--- src/rtl/result_stream_reader.sv ---
// Result matrix read-back: waits for the cores to finish, then streams
// NUM_ELEM DRAM bytes on valid/ready through a 2-entry latency FIFO.
module result_stream_reader #(
  parameter int                ADDR_W    = 16,
  parameter int                DATA_W    = 8,
  parameter int                NUM_CORES = 4,
  parameter logic [ADDR_W-1:0] BASE_ADDR = 16'h0024,
  parameter int                NUM_ELEM  = 18
) (
  input  logic                 i_clk,
  input  logic                 i_rst,
  input  logic                 i_start,
  input  logic [NUM_CORES-1:0] i_busy,
  output logic                 o_dram_read,
  output logic [ADDR_W-1:0]    o_dram_addr,
  input  logic [DATA_W-1:0]    i_dram_data,
  output logic [DATA_W-1:0]    o_data,
  output logic                 o_valid,
  input  logic                 i_ready,
  output logic                 o_busy,
  output logic                 o_done,
  output logic [7:0]           o_count
);

  localparam int CNT_W = $clog2(NUM_ELEM + 1);
  localparam logic [CNT_W-1:0] LAST = CNT_W'(NUM_ELEM - 1);

  typedef enum logic [2:0] {
    IDLE,
    ARM,
    WAIT_CORES,
    READ,
    DRAIN,
    DONE
  } state_t;

  state_t state, state_nxt;

  logic [ADDR_W-1:0] addr;
  logic [CNT_W-1:0]  issued;
  logic              inflight;
  logic [DATA_W-1:0] fifo_mem [2];
  logic              wr_ptr;
  logic              rd_ptr;
  logic [1:0]        occ;
  logic [7:0]        count;

  logic       idle_like;
  logic       start_acc;
  logic       pop;
  logic       push;
  logic [1:0] pending;
  logic       credit;
  logic       issue;

  assign idle_like = (state == IDLE) || (state == DONE);
  assign start_acc = idle_like && i_start;
  assign o_valid   = (occ != 2'd0);
  assign pop       = o_valid && i_ready;
  assign push      = inflight;

  // FIFO slots plus the read still in flight must never exceed two
  assign pending = occ + {1'b0, inflight};
  assign credit  = (pending < 2'd2) || pop;
  assign issue   = (state == READ) && credit;

  assign o_dram_read = issue;
  assign o_dram_addr = addr;
  assign o_data      = fifo_mem[rd_ptr];
  assign o_busy      = !idle_like;
  assign o_done      = (state == DONE);
  assign o_count     = count;

  always_comb begin
    state_nxt = state;
    unique case (state)
      IDLE, DONE: if (i_start) state_nxt = ARM;
      ARM:        if (|i_busy) state_nxt = WAIT_CORES;
      WAIT_CORES: if (i_busy == '0) state_nxt = READ;
      READ:       if (issue && (issued == LAST)) state_nxt = DRAIN;
      DRAIN:      if (!inflight && (occ == 2'd0)) state_nxt = DONE;
      default:    state_nxt = IDLE;
    endcase
  end

  always_ff @(posedge i_clk or posedge i_rst) begin
    if (i_rst) state <= IDLE;
    else       state <= state_nxt;
  end

  always_ff @(posedge i_clk or posedge i_rst) begin
    if (i_rst) begin
      addr        <= '0;
      issued      <= '0;
      inflight    <= 1'b0;
      fifo_mem[0] <= '0;
      fifo_mem[1] <= '0;
      wr_ptr      <= 1'b0;
      rd_ptr      <= 1'b0;
      occ         <= 2'd0;
      count       <= 8'd0;
    end else if (start_acc) begin
      addr     <= BASE_ADDR;
      issued   <= '0;
      inflight <= 1'b0;
      wr_ptr   <= 1'b0;
      rd_ptr   <= 1'b0;
      occ      <= 2'd0;
      count    <= 8'd0;
    end else begin
      inflight <= issue;
      if (issue) begin
        addr   <= addr + ADDR_W'(1);
        issued <= issued + CNT_W'(1);
      end
      if (push) begin
        fifo_mem[wr_ptr] <= i_dram_data;
        wr_ptr           <= ~wr_ptr;
      end
      if (pop) begin
        rd_ptr <= ~rd_ptr;
        if (count != 8'hFF) count <= count + 8'd1;
      end
      unique case ({push, pop})
        2'b10:   occ <= occ + 2'd1;
        2'b01:   occ <= occ - 2'd1;
        default: occ <= occ;
      endcase
    end
  end

endmodule

--- config.mk ---
export PLATFORM = sky130hd
export DESIGN_NAME = result_stream_reader
export DESIGN_NICKNAME = d
export VERILOG_FILES = /design/src/rtl/result_stream_reader.sv
export SDC_FILE = /design/constraint.sdc
export NUM_CORES = 1
export LEC_CHECK = 0
export CAP_MARGIN = 0
export CORE_MARGIN = 8
export CORE_UTILIZATION = 40
export DETAILED_ROUTE_END_ITERATION = 10
export PLACE_DENSITY = 0.67
export SYNTH_ARGS = -nofsm -noshare
export SYNTH_HDL_FRONTEND = slang
export SYNTH_SLANG_ARGS = --single-unit
--- constraint.sdc ---
create_clock -name i_clk -period 1.68 [get_ports i_clk]
set_input_delay 0.168 -clock i_clk [delete_from_list [all_inputs] [get_ports i_clk]]
set_output_delay 0.168 -clock i_clk [all_outputs]
set_load 0.01 [all_outputs]
==> impl_metrics.sql <==
INSERT INTO impl_metrics (metric_group, metric, value, unit) VALUES
('run_status', 'violations', 'setup timing', ''),
('timing', 'hold_slack', '0.204', 'ns'),
('critical_path', 'reg2reg_to', 'o_dram_addr[15]$_DFFE_PP0P_', ''),
('layout', 'design_area', '0.00376', 'sq mm'),
('layout', 'num-fill-cells', '611', ''),
('placed_design', 'preCtsSetupSlack', '-0.366', 'ns'),
('placed_design', 'routabilityCongestion', '0.769', ''),
('yosys', 'synth_async_sr_flop_share', '100', '%'),
('placed_design', 'sum_of_net_half_perimeters_after_detailed_placement', '4860', 'microns'),
('yosys', 'seq_area_frac_synth', '48.6', '%'),
('critical_path', 'regToRegSetupSlack', '-0.11', 'ns'),
('critical_path', 'crit_chain', 'and3b_1 > o211ai_1 > buf_4 > or4_1 > a21oi_1', ''),
('power', 'power.leakage', '1.61', 'nW'),
('yosys', 'yosys-top-cells-area', 'dfrtp_1, mux2_2, a21oi_1', ''),
('timing', 'finalCriticalPeriod', '1.79', 'ns'),
('timing', 'slew-limit-headroom', '74.8', '%'),
('critical_path', 'cpMaxStageDelayCell', 'or4_1', ''),
('timing', 'timing.final.max_slew_violations', '0', ''),
('run_status', 'run_status', 'finished with violations', ''),
('timing', 'max_freq', '0.558', 'GHz'),
('grt', 'globalRoute.totalOverflow', '0', ''),
('floorplan', 'fp.dieH', '98.6', 'microns'),
('clock_network', 'clock_tree.htree_level_count', '2', ''),
('timing', 'finalHoldViolations', '0', ''),
('floorplan', 'top_level_pins', '52', ''),
('detailed_routing', 'dr_vias_cell', '5.45', ''),
('floorplan', 'core', '0.00668', 'sq mm'),
('clock_network', 'tritoncts', 'yes', ''),
('placed_design', 'dpl_cell_area', '0.00355', 'sq mm'),
('yosys', 'ys_warn_count', '0', ''),
('placed_design', 'place_inst', '411', ''),
('yosys', 'synth-edff-count', '0', ''),
('layout', 'area.growth.synth_to_final', '37.9', '%'),
('floorplan', 'fp.dieW', '98.6', 'microns'),
('yosys', 'syn-cell-area', '0.00273', 'sq mm'),
('yosys', 'synth_top_area_share', '48.6', '%'),
('yosys', 'yosys_register_bits', '53', ''),
('grt', 'grt_max_degree', '54', ''),
('power', 'irDropWorstVdd', '1030', 'uV'),
('grt', 'gr-usage-all-layers', '13.8', '%'),
('detailed_routing', 'detail_route.iter0.violations', '93', ''),
('clock_network', 'cts.hold.buffers_added', '0', ''),
('layout', 'fin_util', '56.3', '%'),
('layout', 'fin_cells', '428', ''),
('timing', 'final.setup.worst_slack', '-0.112', 'ns'),
('timing', 'report.final.setup_viol', '9', ''),
('timing', 'min_period_over_period', '107', '%'),
('yosys', 'synth_top_flop_cell', 'dfrtp_1', ''),
('timing', 'rsz0062_at_grt', 'true', ''),
('clock_network', 'worst_skew_pair.late_latency', '0.31', 'ns'),
('grt', 'grt_pass1_vias', '2434', ''),
('yosys', 'synth.net_count', '277', ''),
('layout', 'share_of_post_route_cells_with_drive_strength_above_1', '29.6', '%'),
('critical_path', 'r2r_start', 'state[2]$_DFFE_PP0P_', ''),
('detailed_routing', 'route.final.wire_length', '6850', 'microns'),
('critical_path', 'worst_ep_required_time', '1.92', 'ns'),
('detailed_routing', 'firstDrtPassIters', '5', ''),
('detailed_routing', 'drt_wl_cell', '16.0', 'microns'),
('critical_path', 'endpoint_kind', 'flip-flop', ''),
('timing', 'tightestPinTransition', '0.377', 'ns'),
('power', 'p_per_area', '1700', 'mW/mm^2'),
('floorplan', 'initial_utilization', '40.8', '%'),
('detailed_routing', 'routed-via-count', '2332', ''),
('placed_design', 'io_buffers', '51', ''),
('yosys', 'netlist.top_cell.by_area', 'dfrtp_1', ''),
('yosys', 'synth_cell_type_count', '48', ''),
('critical_path', 'critical_path_peak_fanout', '10', ''),
('critical_path', 'cp_slowest_stage_delay', '0.50', 'ns'),
('hold_path', 'hold_path_class', 'in2async', ''),
('critical_path', 'timing_worst_setup_path_type', 'reg2reg', ''),
('clock_network', 'clock_path_buffers', '2', '');
cell usage in the layout, fill, tap and decap left out, types with 3 or more instances in the layout:
master / synthesis / layout
ha_1: 4 / 4
inv_1: 8 / 7
dfrtp_2: 0 / 3
or3_1: 7 / 5
nand2_1: 13 / 12
nand3_1: 12 / 12
o21ai_0: 17 / 16
and3b_1: 3 / 3
xnor2_1: 7 / 7
and3_1: 4 / 3
mux2_2: 25 / 25
nand2b_1: 3 / 3
xor2_1: 3 / 3
nand4_1: 6 / 6
a21oi_1: 18 / 11
and4_1: 4 / 4
dlygate4sd2_1: 0 / 11
clkdlybuf4s50_1: 0 / 38
o31ai_1: 5 / 5
a21oi_2: 0 / 7
buf_6: 1 / 4
or4_4: 0 / 4
dfrtp_1: 53 / 50
clkbuf_8: 0 / 5
nor2_1: 12 / 12
buf_4: 2 / 40
synth_stat cells (all sizes together), types with 3 or more instances:
cell,n
a21oi,18
and3,4
and3b,3
and4,4
buf,11
dfrtp,53
ha,4
inv,8
mux2,25
nand2,13
nand2b,3
nand3,12
nand4,6
nor2,12
nor3,3
o21ai,17
o31ai,5
or3,7
or4,6
xnor2,8
xor2,3
layer usage:
layer / track usage [%] / routed length [microns] / vias up / share of wire, %
met2: 24.2 / 3390 / 46 / 49
met4: 2.83 / 61 / 0 / 0.89
li1: - / - / 1124 / -
met1: 16.8 / 3150 / 1155 / 46
met5: 0 / 0 / - / 0
met3: 3.24 / 261 / 7 / 3.8
sequential cells by signal, summed over array words and instances, names as in the netlist:
name	flops
wr_ptr	1
o_count	8
issued	5
state	3
fifo_mem	16
o_dram_addr	16
inflight	1
occ	2
rd_ptr	1
through the flow:
| step | power, mW | setup TNS, ns |
|---|---|---|
| floorplan | 4.01 | -0.327 |
| global route | 6.86 | -1.12 |
| CTS | 6.35 | -0.296 |
| finish | 6.39 | -0.639 |
| detailed placement | 5.52 | -4.47 |
| global placement | 5.42 | -3.47 |
cells by family after synthesis:
group,Yosys count,share of synthesized area (%)
compound gates,56,12.5
xor+xnor,11,3.81
fa+ha+maj,4,1.83
buf+inv,21,3.71
flops,53,48.6
mux,27,11.1
simple gates,85,18.5
critical path: cells and delay by family (launching register included):
| family | cells | cell delay [ns] |
|---|---|---|
| compound gates | 2 | 0.30 |
| buf+inv | 1 | 0.21 |
| flops | 1 | 0.46 |
| simple gates | 2 | 0.75 |
area by class of cell:
class	instances	area (sq um)	share of cell area, %
clock buffers	5	68.8	1.83
clock inverters	3	25.0	0.665
inverters	8	30.0	0.798
multi-input cells	183	1360	36.1
flip-flops and latches	53	1330	35.3
well taps	80	100	2.66
repair buffers	96	852	22.6
what timing repair did:
item / CTS / global route
gates resized for setup: 17 / 24
buffers inserted: 8 / 1
endpoints found under the setup margin: 23 / 22
pin swaps: 3 / 4
power breakdown:
part	total (mW)	switching, mW	internal, mW	leakage (nW)
Combinational	3.39	1.51	1.88	0.905
Clock	0.750	0.448	0.302	0.0447
Sequential	2.25	0.457	1.80	0.655
worst max path at each step:
stage | cells after the start | slack (ns) | endpoint | startpoint
2_1_floorplan | 6 | -0.04 | fifo_mem[10]$_DFFE_PP0P_ | state[2]$_DFFE_PP0P_
3_3_place_gp | 5 | -0.32 | o_dram_addr[8]$_DFFE_PP0P_ | i_ready
3_5_place_dp | 5 | -0.37 | o_dram_addr[8]$_DFFE_PP0P_ | i_ready
4_1_cts | 5 | -0.06 | o_dram_addr[15]$_DFFE_PP0P_ | state[2]$_DFFE_PP0P_
5_1_grt | 5 | -0.14 | o_dram_addr[15]$_DFFE_PP0P_ | state[2]$_DFFE_PP0P_
6_report | 5 | -0.11 | o_dram_addr[15]$_DFFE_PP0P_ | state[2]$_DFFE_PP0P_
Note: power is estimated with default switching activity, not from simulation.
==> RTL edit (config.mk and constraints unchanged) <==
Make the reset (`i_rst`) synchronous in 2 clocked blocks.
--- a/src/rtl/result_stream_reader.sv
+++ b/src/rtl/result_stream_reader.sv
@@ -85,3 +85,3 @@
 
-  always_ff @(posedge i_clk or posedge i_rst) begin
+  always_ff @(posedge i_clk) begin
     if (i_rst) state <= IDLE;
@@ -90,3 +90,3 @@
 
-  always_ff @(posedge i_clk or posedge i_rst) begin
+  always_ff @(posedge i_clk) begin
     if (i_rst) begin
Check against the original RTL: differs if i_rst is asserted again (counterexample within 4 cycles, from zero or initial values and one cycle with i_rst high); with i_rst held inactive, the same outputs for 10 cycles.
==> RTL edit against the original RTL <==
Non-clock buffer count decreased by 8; sequential cell count is 1 higher; final cell count up 2.1%; synthesized area is 4.3% lower; clock skew increased by 0.0014 ns; worst setup slack improved by 0.18 ns; critical path type unchanged; largest cell class unchanged; routed wire length shrank 9.0%; critical endpoint is now o_dram_addr[8]$_SDFFE_PP0P_; final area shrank 3.5%.
Power is not compared: it rests on default switching activity, and its combinational part moved more than twofold at a synthesized area within 25%.
==> RTL edit: results (changes against the original RTL) <==
- Vias in the first global route: 2237 (-8.1%)
- DRT iter0 DRCs: 87 (-6.5%)
- Ys async rst share: 0% (-100 points)
- Routed wire per std cell: 14.28 µm (-11%)
- DR vias/cell: 5.304 (-2.6%)
- Dpl hpwl: 4493 µm (-7.6%)
- Gr usage total: 13.16% (-0.65 points)
- Period minus WS final: 1.615 ns (-0.1773 ns)
- Status: finished, final reports clean
- Worst-path fanout max: 20 (+10)
- Final total power: 2.464 mW
- Mapped Cells: 278 (+8.2%)
- Top cells by area, synth: dfxtp_1, edfxtp_1, a21oi_1, mux2_2, o31ai_1
- Post-synth top cells: dfxtp_1, a21oi_1, nor2_1
- RePlAce Congestion: 0.7812 (+1.5%)
- Cell Area, Placed: 3422 µm² (-3.6%)
- Worst r2r dst: o_dram_addr[8]$_SDFFE_PP0P_
- Sequential share of the synthesized area: 47.51% (-1.1 points)
- Post-synth EDFFs: 16 (+16)
- Setup TNS: 0 ns (+0.6388 ns)
- Share of cells above drive strength 1: 22.22% (-7.4 points)
- CP Data Arrival Time: 1.86 ns (-0.17 ns)
- Fin cells: 437 (+2.1%)
- Hold WS: 0.4888 ns (+0.2852 ns)
- Placement Setup Slack: -0.2635 ns (+0.1028 ns)
- DRT Pass-1 Iters: 4 (-1)
- Cell variety after synth: 46 (-4.2%)
- Reg-to-reg startpoint: state[2]$_SDFFE_PP0P_
- Slew at the pin closest to its max-slew limit: 0.5200 ns (+0.1430 ns)
- Final setup skew: 0.01353 ns (+0.001360 ns)
- Main synth FF type: dfxtp_1
RTL edit: cell types whose count changed after synthesis, sizes merged, moves of 8 or more:
cell,delta
dfxtp,+38
dfrtp,-53
edfxtp,+16
nor2,+9
nor4,+11
inv,+10
o21ai,-8
mux2,-17
RTL edit: logic make-up (layout without fill, tap and decap cells):
logic type	count (synthesis)	after routing	synth area share, %
compound gates	59	59	14.61
xor+xnor	9	9	3.017
fa+ha+maj	5	5	2.395
buf+inv	32	114	5.412
flops	54	54	47.51
mux	10	10	4.215
simple gates	109	109	22.84
RTL edit: how the worst max path moves through the flow:
stage                               start                           end  depth (start not counted)
detailed placement                i_ready   o_dram_addr[6]$_SDFFE_PP0P_                          6
CTS                 state[2]$_SDFFE_PP0P_   o_dram_addr[3]$_SDFFE_PP0P_                          7
global route        state[2]$_SDFFE_PP0P_   o_dram_addr[7]$_SDFFE_PP0P_                          5
finish              state[2]$_SDFFE_PP0P_   o_dram_addr[8]$_SDFFE_PP0P_                          5
global placement                  i_ready   o_dram_addr[6]$_SDFFE_PP0P_                          6
floorplan           state[0]$_SDFFE_PP0P_  fifo_mem[1][0]$_SDFFCE_PN0P_                          5
RTL edit: area by class of cell:
type	instances	area, µm²
Timing Repair Buffer	88	808.3
Multi-Input combinational cell	192	1311
Clock inverter	3	18.77
Sequential cell	54	1260
Clock buffer	5	68.82
Inverter	18	67.56
Fill cell	566	2719
Tap cell	77	96.34
RTL edit: repair_timing:
action	4_1_cts	5_1_grt
endpoints found under the hold margin	0	0
setup buffers	6	3
pin swaps	4	6
endpoints found under the setup margin	13	22
resized for setup	21	15
RTL edit: routing by layer:
layer  up-vias  share of wire [%]  GRT usage, %
met5         -                  0             0
met4         0                1.3         4.260
met3         6                4.6         3.414
met2        49                 48         21.72
met1      1081                 46         16.21
li1       1182                  -             -
